<file path="src/rtl/reg_file_mp_if.sv">
// Bus bundle for reg_file_mp: read ports, two write ports, pending-claim port and count.
// master = pipeline side, slave = register file.
interface reg_file_mp_if #(
  parameter int XLEN     = 32,
  parameter int ADDR_LEN = 5,
  parameter int NUM_RD   = 2
);
  logic [NUM_RD*ADDR_LEN-1:0] rd_addr;
  logic [NUM_RD*XLEN-1:0]     rd_data;
  logic [NUM_RD-1:0]          rd_busy;

  logic                       wr0_en;
  logic [ADDR_LEN-1:0]        wr0_addr;
  logic [XLEN-1:0]            wr0_data;

  logic                       wr1_en;
  logic [ADDR_LEN-1:0]        wr1_addr;
  logic [XLEN-1:0]            wr1_data;

  logic                       claim_en;
  logic [ADDR_LEN-1:0]        claim_addr;

  logic [ADDR_LEN:0]          pend_cnt;

  modport master (
    output rd_addr,
    output wr0_en, wr0_addr, wr0_data,
    output wr1_en, wr1_addr, wr1_data,
    output claim_en, claim_addr,
    input  rd_data, rd_busy, pend_cnt
  );

  modport slave (
    input  rd_addr,
    input  wr0_en, wr0_addr, wr0_data,
    input  wr1_en, wr1_addr, wr1_data,
    input  claim_en, claim_addr,
    output rd_data, rd_busy, pend_cnt
  );
endinterface

</file>
<file path="src/rtl/reg_file_mp.sv">
// Multi-port integer register file with late-writeback pending scoreboard; x0 reads as zero.
// Optional macro REG_BYPASS_EN: same-cycle write data is forwarded to matching read ports.
module reg_file_mp #(
  parameter int XLEN     = 32,
  parameter int ADDR_LEN = 5,
  parameter int NUM_RD   = 2
) (
  input  logic          clk,
  input  logic          rst_n,
  reg_file_mp_if.slave  bus
);

  localparam int NUM_REGS = 2**ADDR_LEN;
  localparam logic [ADDR_LEN:0] CNT_ONE = {{ADDR_LEN{1'b0}}, 1'b1};

  logic [XLEN-1:0]      r_regs [NUM_REGS];
  logic [NUM_REGS-1:0]  r_pend;
  logic [ADDR_LEN:0]    r_pend_cnt;

  logic                 w_wr0_hit;
  logic                 w_wr1_hit;
  logic                 w_set;
  logic                 w_clr;
  logic                 w_cnt_inc;
  logic                 w_cnt_dec;
  logic [NUM_REGS-1:0]  w_pend_nxt;
  logic [NUM_RD*XLEN-1:0] w_rd_data;
  logic [NUM_RD-1:0]    w_rd_busy;

  assign w_wr0_hit = bus.wr0_en   && (bus.wr0_addr   != '0);
  assign w_wr1_hit = bus.wr1_en   && (bus.wr1_addr   != '0);
  assign w_set     = bus.claim_en && (bus.claim_addr != '0);
  assign w_clr     = w_wr1_hit;

  // Storage: W1 then W0 in program order, so W0 wins a same-address collision.
  always_ff @(posedge clk or negedge rst_n) begin
    if (!rst_n) begin
      for (int r = 0; r < NUM_REGS; r++) r_regs[r] <= '0;
    end else begin
      if (w_wr1_hit) r_regs[bus.wr1_addr] <= bus.wr1_data;
      if (w_wr0_hit) r_regs[bus.wr0_addr] <= bus.wr0_data;
    end
  end

  // Claim applied after clear: a new producer overrides the returning result.
  always_comb begin
    w_pend_nxt = r_pend;
    if (w_clr) w_pend_nxt[bus.wr1_addr]   = 1'b0;
    if (w_set) w_pend_nxt[bus.claim_addr] = 1'b1;
    w_pend_nxt[0] = 1'b0;
  end

  assign w_cnt_inc = w_set && !r_pend[bus.claim_addr];
  assign w_cnt_dec = w_clr && r_pend[bus.wr1_addr] &&
                     !(w_set && (bus.claim_addr == bus.wr1_addr));

  always_ff @(posedge clk or negedge rst_n) begin
    if (!rst_n) begin
      r_pend     <= '0;
      r_pend_cnt <= '0;
    end else begin
      r_pend <= w_pend_nxt;
      if (w_cnt_inc && !w_cnt_dec)
        r_pend_cnt <= r_pend_cnt + CNT_ONE;
      else if (w_cnt_dec && !w_cnt_inc)
        r_pend_cnt <= r_pend_cnt - CNT_ONE;
    end
  end

  function automatic logic [XLEN-1:0] read_value(input logic [ADDR_LEN-1:0] a);
    logic [XLEN-1:0] v;
    v = r_regs[a];
`ifdef REG_BYPASS_EN
    if (w_wr0_hit && (bus.wr0_addr == a))
      v = bus.wr0_data;
    else if (w_wr1_hit && (bus.wr1_addr == a))
      v = bus.wr1_data;
`endif
    if (a == '0) v = '0;
    return v;
  endfunction

  function automatic logic read_busy(input logic [ADDR_LEN-1:0] a);
    logic b;
    b = r_pend[a];
`ifdef REG_BYPASS_EN
    if (w_wr1_hit && (bus.wr1_addr == a) && !(w_set && (bus.claim_addr == a)))
      b = 1'b0;
`endif
    if (a == '0) b = 1'b0;
    return b;
  endfunction

  always_comb begin
    w_rd_data = '0;
    w_rd_busy = '0;
    for (int i = 0; i < NUM_RD; i++) begin
      w_rd_data[i*XLEN +: XLEN] = read_value(bus.rd_addr[i*ADDR_LEN +: ADDR_LEN]);
      w_rd_busy[i]              = read_busy(bus.rd_addr[i*ADDR_LEN +: ADDR_LEN]);
    end
  end

  assign bus.rd_data  = w_rd_data;
  assign bus.rd_busy  = w_rd_busy;
  assign bus.pend_cnt = r_pend_cnt;

endmodule

</file>
<file path="src/flat_wrapper.sv">
// flat-port wrapper written by rule: the top's interface ports become plain ports
module reg_file_mp_flat 
#(
  parameter int XLEN     = 32,
  parameter int ADDR_LEN = 5,
  parameter int NUM_RD   = 2
)
  (clk, rst_n, bus_rd_addr, bus_wr0_en, bus_wr0_addr, bus_wr0_data, bus_wr1_en, bus_wr1_addr, bus_wr1_data, bus_claim_en, bus_claim_addr, bus_rd_data, bus_rd_busy, bus_pend_cnt);
  reg_file_mp_if #(.XLEN(XLEN), .ADDR_LEN(ADDR_LEN), .NUM_RD(NUM_RD)) bus_i ();
  input  logic clk;
  input  logic rst_n;
  input wire logic [$bits(bus_i.rd_addr)-1:0] bus_rd_addr;
  input wire logic [$bits(bus_i.wr0_en)-1:0] bus_wr0_en;
  input wire logic [$bits(bus_i.wr0_addr)-1:0] bus_wr0_addr;
  input wire logic [$bits(bus_i.wr0_data)-1:0] bus_wr0_data;
  input wire logic [$bits(bus_i.wr1_en)-1:0] bus_wr1_en;
  input wire logic [$bits(bus_i.wr1_addr)-1:0] bus_wr1_addr;
  input wire logic [$bits(bus_i.wr1_data)-1:0] bus_wr1_data;
  input wire logic [$bits(bus_i.claim_en)-1:0] bus_claim_en;
  input wire logic [$bits(bus_i.claim_addr)-1:0] bus_claim_addr;
  output wire logic [$bits(bus_i.rd_data)-1:0] bus_rd_data;
  output wire logic [$bits(bus_i.rd_busy)-1:0] bus_rd_busy;
  output wire logic [$bits(bus_i.pend_cnt)-1:0] bus_pend_cnt;
  assign bus_i.rd_addr = bus_rd_addr;
  assign bus_i.wr0_en = bus_wr0_en;
  assign bus_i.wr0_addr = bus_wr0_addr;
  assign bus_i.wr0_data = bus_wr0_data;
  assign bus_i.wr1_en = bus_wr1_en;
  assign bus_i.wr1_addr = bus_wr1_addr;
  assign bus_i.wr1_data = bus_wr1_data;
  assign bus_i.claim_en = bus_claim_en;
  assign bus_i.claim_addr = bus_claim_addr;
  assign bus_rd_data = bus_i.rd_data;
  assign bus_rd_busy = bus_i.rd_busy;
  assign bus_pend_cnt = bus_i.pend_cnt;
  reg_file_mp #(.XLEN(XLEN), .ADDR_LEN(ADDR_LEN), .NUM_RD(NUM_RD)) u_core (.clk(clk), .rst_n(rst_n), .bus(bus_i));
endmodule
</file>
<file path="config.mk">
export PLATFORM = sky130hd
export DESIGN_NAME = reg_file_mp_flat
export DESIGN_NICKNAME = d
export VERILOG_FILES = /design/src/rtl/reg_file_mp_if.sv /design/src/rtl/reg_file_mp.sv /design/src/flat_wrapper.sv
export SDC_FILE = /design/constraint.sdc
export NUM_CORES = 2
export LEC_CHECK = 0
export CAP_MARGIN = 10
export CORE_MARGIN = 2
export CORE_UTILIZATION = 23
export DETAILED_ROUTE_END_ITERATION = 7
export GPL_ROUTABILITY_DRIVEN = 0
export PLACE_DENSITY = 0.41
export SYNTH_ARGS = -nofsm -noshare
export SYNTH_HDL_FRONTEND = slang
export SYNTH_SLANG_ARGS = --single-unit
</file>
<file path="constraint.sdc">
create_clock -name clk -period 3.6 [get_ports clk]
set_input_delay 0.72 -clock clk [delete_from_list [all_inputs] [get_ports clk]]
set_output_delay 0.72 -clock clk [all_outputs]
set_load 0.05 [all_outputs]
</file>
==> impl_metrics.prom <==
# TYPE chip_impl_metric gauge
chip_impl_metric{name="grt_remaining_overflow",unit=""} 0
chip_impl_metric{name="ys_async_rst_share",unit=""} 1.00
chip_impl_info{name="holdPathEnd",value="u_core.r_regs[1017]"} 1
chip_impl_metric{name="timing.final.ws_setup",unit="ps"} -44.5
chip_impl_metric{name="min_period_over_period",unit=""} 1.01
chip_impl_info{name="cpMostUsedCell",value="buf_4"} 1
chip_impl_metric{name="core_region_area",unit="mm²"} 0.285
chip_impl_metric{name="dr_total_vias",unit=""} 50800
chip_impl_metric{name="syn-cell-area",unit="mm²"} 0.0657
chip_impl_metric{name="grt_pass1_vias",unit=""} 50600
chip_impl_metric{name="drt_first_pass_iters",unit=""} 6
chip_impl_metric{name="die_area",unit="mm²"} 0.290
chip_impl_metric{name="initial_core_util",unit=""} 0.231
chip_impl_metric{name="timing.critical_path.fanout_max",unit=""} 7
chip_impl_metric{name="synth_warnings",unit=""} 0
chip_impl_info{name="worst_setup_path_start_kind",value="input pin"} 1
chip_impl_metric{name="p_leak",unit="nW"} 35.1
chip_impl_info{name="worstReg2RegEnd",value="u_core.bus.pend_cnt[5]"} 1
chip_impl_metric{name="design.portCount",unit=""} 166
chip_impl_metric{name="highest_clock_rate",unit="MHz"} 274
chip_impl_metric{name="fp-row-count",unit=""} 196
chip_impl_info{name="post-synth-top-area-cell",value="dfrtp_1"} 1
chip_impl_metric{name="routed_wirelength",unit="mm"} 300
chip_impl_metric{name="holdPathStages",unit=""} 0
chip_impl_metric{name="yosys.cell_types.count",unit=""} 56
chip_impl_metric{name="setup_violations",unit=""} 3
chip_impl_metric{name="numCtsBuffers",unit=""} 138
chip_impl_metric{name="synth_edf_count",unit=""} 0
chip_impl_info{name="failed_checks",value="setup timing"} 1
chip_impl_metric{name="hold_violations",unit=""} 0
chip_impl_metric{name="pwr_density_cell",unit="mW/mm²"} 551
chip_impl_metric{name="r2r.worst_path.cells",unit=""} 12
chip_impl_metric{name="worst_reg_to_reg_setup_slack",unit="ps"} 240
chip_impl_metric{name="synthXorXnorAreaFrac",unit=""} 0.00107
chip_impl_info{name="tritoncts",value="yes"} 1
chip_impl_info{name="status",value="finished, violations left"} 1
chip_impl_metric{name="synthSimpleGateAreaFrac",unit=""} 0.0708
chip_impl_metric{name="slew-limit-headroom",unit=""} 0.416
chip_impl_metric{name="global_route.usage.total",unit=""} 0.203
chip_impl_metric{name="post_synth_mux_area_share",unit=""} 0.370
chip_impl_metric{name="worst-endpoint-arrival",unit="ps"} 2920
chip_impl_info{name="worstReg2RegStart",value="u_core.r_pend[18]"} 1
chip_impl_metric{name="cts.htree.levels",unit=""} 4
chip_impl_metric{name="drive_above_1_share",unit=""} 0.251
chip_impl_metric{name="combPwrFrac",unit=""} 0.290
chip_impl_metric{name="numClockSinks",unit=""} 1061
chip_impl_info{name="cell_at_the_root_of_the_clock_tree",value="clkbuf_16"} 1
chip_impl_metric{name="antenna_found_initial",unit=""} 8
chip_impl_info{name="min_delay_path_class",value="flip-flop to flip-flop"} 1
chip_impl_metric{name="period_needed",unit="ps"} 3640
chip_impl_metric{name="tightest_slew",unit="ps"} 876
chip_impl_metric{name="drv_slew",unit=""} 0
chip_impl_metric{name="sw_power",unit="W"} 0.0145
chip_impl_metric{name="maximum_number_of_pins_on_one_net_before_global_route_repair",unit=""} 118
chip_impl_info{name="synth.area.top_cells",value="dfrtp_1, mux4_2, mux2i_1, a21oi_1, o21ai_1"} 1
chip_impl_metric{name="placed_cells_incl_taps",unit=""} 9562
chip_impl_metric{name="power_frac_clock",unit=""} 0.314
chip_impl_metric{name="finalNonFillerCells",unit=""} 9819
chip_impl_info{name="critPathLaunch",value="bus_rd_addr[8]"} 1
chip_impl_metric{name="mappedNetlistNets",unit=""} 5980
chip_impl_info{name="dominant_combinational_cell_family_by_area_after_synthesis",value="multiplexers"} 1
chip_impl_metric{name="cap_violations",unit=""} 0
chip_impl_metric{name="synth_seq_area_share",unit=""} 0.404
chip_impl_metric{name="cts.path.max_buffers",unit=""} 3
chip_impl_metric{name="clk_skew",unit="ps"} 11.0
chip_impl_metric{name="area_growth",unit="%"} 22.8
chip_impl_metric{name="num-fill-cells",unit=""} 29000
chip_impl_metric{name="synthesized_netlist_cell_count",unit=""} 5880
chip_impl_info{name="rsz0062_at_grt",value="yes"} 1
chip_impl_metric{name="drt_iter0_markers",unit=""} 5271
chip_impl_metric{name="fp.dieH",unit="µm"} 538
chip_impl_metric{name="final_non_filler_cell_area",unit="mm²"} 0.0807
chip_impl_metric{name="number_of_synthesized_register_bits",unit=""} 1061
chip_impl_metric{name="dp.final_hpwl",unit="mm"} 186
chip_impl_metric{name="synth_fa_ha_area_frac",unit=""} 0.00126
chip_impl_info{name="timing.setup.critical_path_class",value="input pin to primary output"} 1
chip_impl_metric{name="wl_per_cell",unit="µm"} 30.5
chip_impl_metric{name="switching_fraction_of_total_power",unit=""} 0.326
chip_impl_metric{name="worst_ep_required_time",unit="ps"} 2880
chip_impl_metric{name="remaining_drc_errors",unit=""} 0
chip_impl_metric{name="vdd_ir_drop_max",unit="V"} 0.000403
chip_impl_metric{name="power.total",unit="W"} 0.0444
chip_impl_info{name="critPathSlowestCell",value="a221oi_2"} 1
chip_impl_info{name="endpoint_kind",value="primary output"} 1
chip_impl_info{name="timing.hold.worst.start",value="u_core.r_regs[1017]"} 1
chip_impl_info{name="dominantRegCellSynth",value="dfrtp_1"} 1
chip_impl_metric{name="grt_pass1_wl",unit="mm"} 419
chip_impl_metric{name="synth_top_area_frac",unit=""} 0.404
chip_impl_metric{name="internal_power",unit="W"} 0.0299
chip_impl_metric{name="synth_compound_area_frac",unit=""} 0.0995
chip_impl_metric{name="worstSkewPairLatency",unit="ps"} 820
chip_impl_metric{name="antenna_violating_nets_post_route",unit=""} 0
chip_impl_metric{name="worst_setup_hold_path_clk_slew",unit="ps"} 50
chip_impl_metric{name="p_seq_frac",unit=""} 0.396
chip_impl_metric{name="die_x",unit="µm"} 538
chip_impl_metric{name="critPathMaxStageDelay",unit="ps"} 680
chip_impl_metric{name="dpl-instance-area",unit="mm²"} 0.0760
chip_impl_info{name="crit_path_cell_trace",value="buf_4, nor2_4, buf_4, nand2_1, buf_4, o221ai_1, a221oi_2, buf_12"} 1
chip_impl_metric{name="avgSynthCellArea",unit="µm²"} 11.2
chip_impl_metric{name="fin_nets",unit=""} 6058
chip_impl_metric{name="via_count_normalized_by_instance_count",unit=""} 5.18
chip_impl_metric{name="numPortBuffers",unit=""} 165
[cell usage after synthesis, types with 3 or more instances]
master and number:
xnor2_1 6, buf_4 46, nor2_1 533, o221ai_1 64, a32o_1 4, nor3_1 6, dfrtp_1 1061, inv_1 74
nand3_1 7, o22ai_1 5, clkbuf_1 478, nand2b_1 5, and3_1 4, ha_1 5, nor2b_1 13, buf_2 159
o21ai_0 74, buf_6 20, a221oi_1 68, nand2_1 541, nor4_1 4, nand4b_1 3, mux4_2 606, and3b_1 8
mux2i_1 1067, a22o_1 12, nand3b_1 5, or3_1 3, or3b_1 4, nor2_2 9, buf_1 9, a21oi_1 514
o21ai_1 428, nor3b_1 7
[stage by stage]
| stage | hold WS [ps] | util | setup WS (ps) | TNS (ps) |
|---|---|---|---|---|
| floorplan | 424 | - | -248 | -739 |
| CTS | 396 | 0.283 | 3.80 | 0 |
| finish | 393 | 0.283 | -44.5 | -75.9 |
| global route | 404 | 0.283 | -5.13 | -9.39 |
| global placement | 378 | 0.267 | -840 | -3150 |
| detailed placement | 383 | 0.267 | -696 | -2290 |
[routing by layer]
layer	GRT usage	wire length (µm)	up-vias
li1	-	-	21800
met1	0.268	127000	26500
met2	0.332	142000	2031
met3	0.0355	18400	464
met4	0.0744	11600	2
met5	0	13	-
[logic make-up after synthesis]
kind of cell	Yosys count
mux	1674
buf+inv	786
xor+xnor	8
flops	1061
simple gates	1161
compound gates	1184
fa+ha+maj	6
[what timing repair did]
item / in CTS / in global routing
resized for setup: 9 / 12
setup buffers: 0 / 17
hold buffers: 1 / 0
setup endpoints to repair: 10 / 14
endpoints found under the hold margin: 29 / 0
[placed cells by master (no fill, tap or decap), types with 26 or more instances in the layout]
master / n
clkdlybuf4s50_1: 88
dfrtp_1: 1059
o221ai_1: 62
o21ai_1: 428
nand2_1: 504
inv_1: 74
a221oi_2: 60
clkbuf_16: 140
o21ai_0: 74
buf_4: 322
a21oi_1: 514
nor2_1: 516
mux2i_1: 1065
clkbuf_8: 28
clkbuf_1: 36
mux4_2: 606
nor2_4: 26
nand2_4: 34
buf_12: 226
[critical path: cells and delay by family]
family                 cells  cell delay (ps)
AO/OA/AOI/OAI              2              860
buffers and inverters      4              990
AND/OR/NAND/NOR            2              300
[sequential cells by signal, summed over array words and instances, names as in the netlist]
| signal | flops |
|---|---|
| u_core.r_regs | 1024 |
| u_core.r_pend | 31 |
| u_core.bus.pend_cnt | 6 |
[layout make-up]
cell class	count	area (µm²)	share of cell area
Multi-Input combinational cell	4033	36600	0.454
Sequential cell	1061	26600	0.329
Inverter	74	278	0.00344
Clock inverter	34	385	0.00478
Timing Repair Buffer	650	8080	0.100
Antenna cell	1	2.50	0.0000310
Clock buffer	204	4020	0.0499
Tap cell	3762	4710	0.0583
[worst max-delay path by stage]
stage	end	slack, ps	cells after the start
6_report	bus_rd_data[36]	-40	8
5_1_grt	bus_rd_data[43]	-5	8
4_1_cts	bus_rd_data[45]	4	9
3_5_place_dp	u_core.bus.pend_cnt[5]	-700	14
3_3_place_gp	u_core.bus.pend_cnt[5]	-840	14
2_1_floorplan	bus_rd_data[33]	-250	7
[power by group through the flow]
stage	Clock, W	Sequential, W	Combinational (W)
after detailed placement	0	0.0177	0.0129
after CTS	0.0143	0.0175	0.0129
final	0.0139	0.0176	0.0129
after global placement	0	0.0175	0.0127
after floorplan	0	0.0168	0.00883
after global routing	0.0148	0.0180	0.0139
(Power assumes the default switching activity.)
